$ cat config.mk
export PLATFORM = sky130hd
export DESIGN_NAME = ctr867_sequencer
export DESIGN_NICKNAME = d
export VERILOG_FILES = /design/src/rtl/ctr867_pkg.sv /design/src/rtl/ctr867_arbiter.sv /design/src/rtl/ctr867_sequencer.sv
export SDC_FILE = /design/constraint.sdc
export NUM_CORES = 1
export LEC_CHECK = 0
export ABC_AREA = 1
export CORE_UTILIZATION = 42
export CTS_CLUSTER_DIAMETER = 40
export DETAILED_ROUTE_END_ITERATION = 7
export PLACE_DENSITY_LB_ADDON = 0.25
export SYNTH_ARGS = -nofsm -noshare
export SYNTH_HDL_FRONTEND = slang
export SYNTH_SLANG_ARGS = --single-unit
$ cat constraint.sdc
create_clock -name clk -period 1.55 [get_ports clk]
set_clock_uncertainty 0.2 [all_clocks]
set_input_delay 0.155 -clock clk [delete_from_list [all_inputs] [get_ports clk]]
set_output_delay 0.155 -clock clk [all_outputs]
set_load 0.02 [all_outputs]
$ cat src/rtl/ctr867_pkg.sv
// Shared types for the dual-chip counter sequencer: opcodes, chip S-select codes, FSM states.
package ctr867_pkg;

    typedef enum logic [1:0] {
        OP_CLR  = 2'b00,
        OP_DEC  = 2'b01,
        OP_LOAD = 2'b10,
        OP_INC  = 2'b11
    } op_e;

    // S=00 clears the chip asynchronously; S_UP with enables high doubles as HOLD.
    localparam logic [1:0] S_CLR  = 2'b00;
    localparam logic [1:0] S_DOWN = 2'b01;
    localparam logic [1:0] S_LOAD = 2'b10;
    localparam logic [1:0] S_UP   = 2'b11;

    typedef enum logic [1:0] {
        IDLE,
        EXEC,
        LOAD_LO,
        LOAD_HI
    } state_e;

endpackage

$ cat src/rtl/ctr867_arbiter.sv
// Requester arbiter: one-hot grant, round-robin when CTR867_SEQ_RR_EN is defined, else fixed priority.
module ctr867_arbiter
    import ctr867_pkg::*;
#(
    parameter int NUM_REQ = 2
) (
    input  logic               clk,
    input  logic               asyncResetN,
    input  logic [NUM_REQ-1:0] req,
    input  logic               grant_en,
    output logic [NUM_REQ-1:0] grant
);

    localparam int PTR_W = $clog2(NUM_REQ);

    logic [PTR_W-1:0] ptr_q, ptr_d;
    logic [PTR_W-1:0] base;
    logic [PTR_W-1:0] gnt_idx;
    logic [PTR_W:0]   cand;
    logic             found;

    // NOTE: every variable written here gets a default first, so no path leaves it unassigned (no latch).
    always_comb begin
`ifdef CTR867_SEQ_RR_EN
        base = ptr_q;
`else
        base = '0;
`endif
        grant   = '0;
        gnt_idx = '0;
        found   = 1'b0;
        cand    = '0;
        for (int k = 0; k < NUM_REQ; k++) begin
            cand = {1'b0, base} + (PTR_W+1)'(k);
            if (cand >= (PTR_W+1)'(NUM_REQ)) cand = cand - (PTR_W+1)'(NUM_REQ);
            if (!found && req[cand[PTR_W-1:0]]) begin
                grant[cand[PTR_W-1:0]] = 1'b1;
                gnt_idx                = cand[PTR_W-1:0];
                found                  = 1'b1;
            end
        end
        ptr_d = ptr_q;
        if (grant_en && found) begin
            ptr_d = (gnt_idx == PTR_W'(NUM_REQ-1)) ? '0 : gnt_idx + PTR_W'(1);
        end
    end

    // NOTE: state registers use non-blocking assignments so all flops update from pre-edge values.
    always_ff @(posedge clk or negedge asyncResetN) begin
        if (!asyncResetN) ptr_q <= '0;
        else              ptr_q <= ptr_d;
    end

endmodule

$ cat src/rtl/ctr867_sequencer.sv
// Serialises requester commands onto a cascaded pair of 8-bit up/down counter chips.
// Build option: define CTR867_SEQ_RR_EN for round-robin arbitration (default fixed priority).
module ctr867_sequencer
    import ctr867_pkg::*;
#(
    parameter int NUM_REQ = 2
) (
    input  logic                  clk,
    input  logic                  asyncResetN,
    input  logic [NUM_REQ-1:0]    reqValid,
    input  logic [2*NUM_REQ-1:0]  reqOp,
    input  logic [16*NUM_REQ-1:0] reqData,
    output logic [NUM_REQ-1:0]    reqAck,
    output logic [1:0]            sLo,
    output logic [1:0]            sHi,
    output logic                  enpN,
    output logic                  entNLo,
    output logic [7:0]            ctrData,
    output logic                  busy
);

    state_e               state_q, state_d;
    logic [NUM_REQ-1:0]   gnt_q, gnt_d;
    logic [7:0]           data_hi_q, data_hi_d;
    logic [1:0]           s_lo_q, s_lo_d, s_hi_q, s_hi_d;
    logic                 enp_n_q, enp_n_d, ent_n_lo_q, ent_n_lo_d;
    logic [7:0]           ctr_data_q, ctr_data_d;
    logic [NUM_REQ-1:0]   ack_q, ack_d;

    logic [NUM_REQ-1:0]   grant;
    logic                 grant_en;
    logic [1:0]           sel_op_raw;
    logic [15:0]          sel_data;
    op_e                  sel_op;

    assign grant_en = (state_q == IDLE) && (|reqValid);

    ctr867_arbiter #(.NUM_REQ(NUM_REQ)) u_arbiter (
        .clk        (clk),
        .asyncResetN(asyncResetN),
        .req        (reqValid),
        .grant_en   (grant_en),
        .grant      (grant)
    );

    always_comb begin
        sel_op_raw = '0;
        sel_data   = '0;
        for (int i = 0; i < NUM_REQ; i++) begin
            if (grant[i]) begin
                sel_op_raw = sel_op_raw | reqOp[2*i +: 2];
                sel_data   = sel_data | reqData[16*i +: 16];
            end
        end
        sel_op = op_e'(sel_op_raw);
    end

    // Pin registers are loaded with the values for the state being entered, so pins never see req* combinationally.
    always_comb begin
        state_d    = state_q;
        gnt_d      = gnt_q;
        data_hi_d  = data_hi_q;
        s_lo_d     = S_UP;
        s_hi_d     = S_UP;
        enp_n_d    = 1'b1;
        ent_n_lo_d = 1'b1;
        ctr_data_d = 8'h00;
        ack_d      = '0;
        case (state_q)
            IDLE: begin
                if (grant_en) begin
                    gnt_d     = grant;
                    data_hi_d = sel_data[15:8];
                    if (sel_op == OP_LOAD) begin
                        state_d    = LOAD_LO;
                        s_lo_d     = S_LOAD;
                        ctr_data_d = sel_data[7:0];
                    end else begin
                        state_d = EXEC;
                        ack_d   = grant;
                        case (sel_op)
                            OP_CLR: begin
                                s_lo_d = S_CLR;
                                s_hi_d = S_CLR;
                            end
                            OP_DEC: begin
                                s_lo_d     = S_DOWN;
                                s_hi_d     = S_DOWN;
                                enp_n_d    = 1'b0;
                                ent_n_lo_d = 1'b0;
                            end
                            default: begin
                                enp_n_d    = 1'b0;
                                ent_n_lo_d = 1'b0;
                            end
                        endcase
                    end
                end
            end
            EXEC:    state_d = IDLE;
            LOAD_LO: begin
                state_d    = LOAD_HI;
                s_hi_d     = S_LOAD;
                ctr_data_d = data_hi_q;
                ack_d      = gnt_q;
            end
            default: state_d = IDLE;
        endcase
    end

    always_ff @(posedge clk or negedge asyncResetN) begin
        if (!asyncResetN) begin
            state_q    <= IDLE;
            gnt_q      <= '0;
            data_hi_q  <= 8'h00;
            s_lo_q     <= S_UP;
            s_hi_q     <= S_UP;
            enp_n_q    <= 1'b1;
            ent_n_lo_q <= 1'b1;
            ctr_data_q <= 8'h00;
            ack_q      <= '0;
        end else begin
            state_q    <= state_d;
            gnt_q      <= gnt_d;
            data_hi_q  <= data_hi_d;
            s_lo_q     <= s_lo_d;
            s_hi_q     <= s_hi_d;
            enp_n_q    <= enp_n_d;
            ent_n_lo_q <= ent_n_lo_d;
            ctr_data_q <= ctr_data_d;
            ack_q      <= ack_d;
        end
    end

    assign sLo     = s_lo_q;
    assign sHi     = s_hi_q;
    assign enpN    = enp_n_q;
    assign entNLo  = ent_n_lo_q;
    assign ctrData = ctr_data_q;
    assign reqAck  = ack_q;
    assign busy    = (state_q != IDLE);

endmodule

==> impl_metrics.env <==
export IMPL_fp_dieW_um=58.9
export IMPL_die_h_um=58.9
export IMPL_yosys_area_share_xor_xnor=0
export IMPL_cts_made_buffers=3
export IMPL_antenna_cells=0
export IMPL_fin_cells=286
export IMPL_ys_warn_count=0
export IMPL_cts_clk_slew_worst_paths_ns=0.15
export IMPL_crit_fanout=1
export IMPL_rsz0062_at_grt="no"
export IMPL_peakVddDrop_v=0.000747
export IMPL_required_ns=1.19
export IMPL_slew_headroom=0.777
export IMPL_worstReg2RegStart="state_q[1]"
export IMPL_ios=57
export IMPL_clkLatencyLatePin_ns=0.32
export IMPL_critical_path_max_stage_delay_ns=0.54
export IMPL_p_per_area_nw_per_um2=1380
export IMPL_min_from="reqData[25]"
export IMPL_final_hold_violation_count=0
export IMPL_max_freq_mhz=667
export IMPL_hold_path_class="in2reg"
export IMPL_grt_pass1_vias=1308
export IMPL_grt_usage=0.212
export IMPL_numClockSinks=27
export IMPL_dieArea_sq_um=3470
export IMPL_syn_mean_instance_area_sq_um=7.99
export IMPL_antenna_found_initial=0
export IMPL_final_cell_mix="nand2_1 (69), clkdlybuf4s50_1 (39), nand3_1 (23)"
export IMPL_drt_pass1_iterations=4
export IMPL_synth_simple_area_share=0.353
export IMPL_grt_ovfl_total=0
export IMPL_port_buffers=56
export IMPL_initial_core_util=0.445
export IMPL_drive_gt1_frac=0.190
export IMPL_fin_tns_setup_ns=0
export IMPL_hold_path_depth=4
export IMPL_drt_wirelength_per_cell_um=11.5
export IMPL_grt_first_pass_wirelength_um=5500
export IMPL_clockRootBuffer="clkbuf_4"
export IMPL_synthAdderAreaFrac=0
export IMPL_syn_to_final_growth_pct=54.0
export IMPL_grt_max_degree=28
export IMPL_worst_setup_path_start_kind="register"
export IMPL_fin_crit_sh=0.967
export IMPL_synth_seq_cells=27
export IMPL_synth_cells=170
export IMPL_netlist_area_sq_um=1360
export IMPL_report_final_slew_viol_count=0
export IMPL_r2r_setup_slack_ns=0.11
export IMPL_fin_nets=283
export IMPL_critPathBufInv=1
export IMPL_critPathSlowestCell="dfstp_2"
export IMPL_wl_um=3300
export IMPL_layout_setup_ws_ns=0.0514
export IMPL_worstSetupPathType="reg2out"
export IMPL_layout_cells_most_common="nand2_1"
export IMPL_status="completed"
export IMPL_crit_family="flip-flops"
export IMPL_fin_crit_ns=1.50
export IMPL_leakage_nw=1.06
export IMPL_rr_endpoint="data_hi_q[4]"
export IMPL_synth_top_family_by_area="simple AND/OR/NAND/NOR gates"
export IMPL_tightestPinTransition_ns=0.334
export IMPL_clockBufferDepth=2
export IMPL_finalSetupViolations=0
export IMPL_ant_nets=0
export IMPL_seq_area_frac_synth=0.502
export IMPL_placed_area_sq_um=2070
export IMPL_worstHoldEndpoint="data_hi_q[1]"
export IMPL_endpoint_kind="primary output"
export IMPL_gp_congestion=0.859
export IMPL_drc=0
export IMPL_drv_cap=0
export IMPL_register_area_sq_um=682
export IMPL_place_detailed_hpwl_um=2700
export IMPL_crit_chain="clkdlybuf4s15_1"
export IMPL_synth_compound_area_frac=0.0617
export IMPL_finalInstanceArea_sq_um=2090
export IMPL_cp_data_arrival_time_ns=1.14
export IMPL_vias=1354
export IMPL_multi_input_area_sq_um=563
export IMPL_ys_types=18
export IMPL_core_area_sq_um=3050
export IMPL_synth_nets=210
export IMPL_dp_cells=280
export IMPL_r2r_cells=7
export IMPL_drt_iter0_markers=41
export IMPL_vias_per_cell=4.73
export IMPL_nFillCells=287
export IMPL_cts_htree_levels=1
export IMPL_rows=20
export IMPL_cts_tree="yes"
export IMPL_synthMuxAreaShare=0
export IMPL_dpl_worst_slack_ns=-0.141
==> sequential cells by signal, summed over array words and instances (netlist names) <==
register / flops
ctrData: 8
data_hi_q: 8
gnt_q: 2
reqAck: 2
sHi: 2
sLo: 2
state_q: 2
entNLo: 1
==> kinds of logic after synthesis <==
family	count (synthesis)
buffers and inverters	23
DFF	27
AOI/OAI and AO/OA	12
and+or+nand+nor	108
==> metrics by stage <==
| step | utilization | power (mW) | hold WS [ns] |
|---|---|---|---|
| 4_1_cts | 0.686 | 2.89 | 0.253 |
| 6_report | 0.685 | 2.88 | 0.260 |
| 2_1_floorplan | - | 1.96 | -0.341 |
| 5_1_grt | 0.685 | 3.09 | 0.268 |
| 3_3_place_gp | 0.679 | 2.63 | 0.258 |
| 3_5_place_dp | 0.679 | 2.69 | 0.267 |
==> power breakdown <==
part,internal (mW),switching (mW),total [mW]
registers,1.02,0.125,1.14
clock network,0.0967,0.210,0.306
logic,0.661,0.772,1.43
total,1.77,1.11,2.88
==> worst max-delay path by stage <==
stage | from | endpoint | slack, ns | cells past startpoint
global route | sLo[1] | sLo[1] | 0.0002 | 1
floorplan | state_q[1] | data_hi_q[6] | 0.12 | 6
CTS | sLo[0] | sLo[0] | 0.007 | 1
finish | sLo[0] | sLo[0] | 0.05 | 1
global placement | reqValid[0] | state_q[1] | -0.11 | 8
detailed placement | reqValid[0] | ctrData[0] | -0.14 | 8
==> routing by layer <==
metal,vias to the layer above,track usage,wire length (um)
li1,673,-,-
met1,644,0.227,1270
met2,35,0.422,1860
met3,2,0.0220,143
met4,0,0.0714,19
met5,-,0,0
==> synthesized netlist by cell type (all sizes together) <==
cell / count / area (sq um)
inv: 16 / 60.1
nand3: 23 / 115
buf: 7 / 53.8
nand2: 73 / 289
nor2: 12 / 75.1
a21oi: 2 / 10.0
dfrtp: 22 / 551
dfstp: 5 / 131
o21ai: 2 / 13.8
o21a: 8 / 60.1
==> repair_timing <==
| action | in CTS | in global routing |
|---|---|---|
| setup buffers | 0 | 1 |
| resized for setup | 22 | 6 |
| hold endpoints to repair | 18 | 0 |
| hold buffers | 1 | 0 |
| setup endpoints to repair | 17 | 7 |
==> area by class of cell <==
type,count,area share
Clock inverter,1,0.00239
Sequential cell,27,0.326
Inverter,16,0.0287
Multi-Input combinational cell,120,0.269
Timing Repair Buffer,75,0.337
Clock buffer,3,0.0108
Tap cell,44,0.0263
Note: power is estimated with default switching activity, not from simulation.
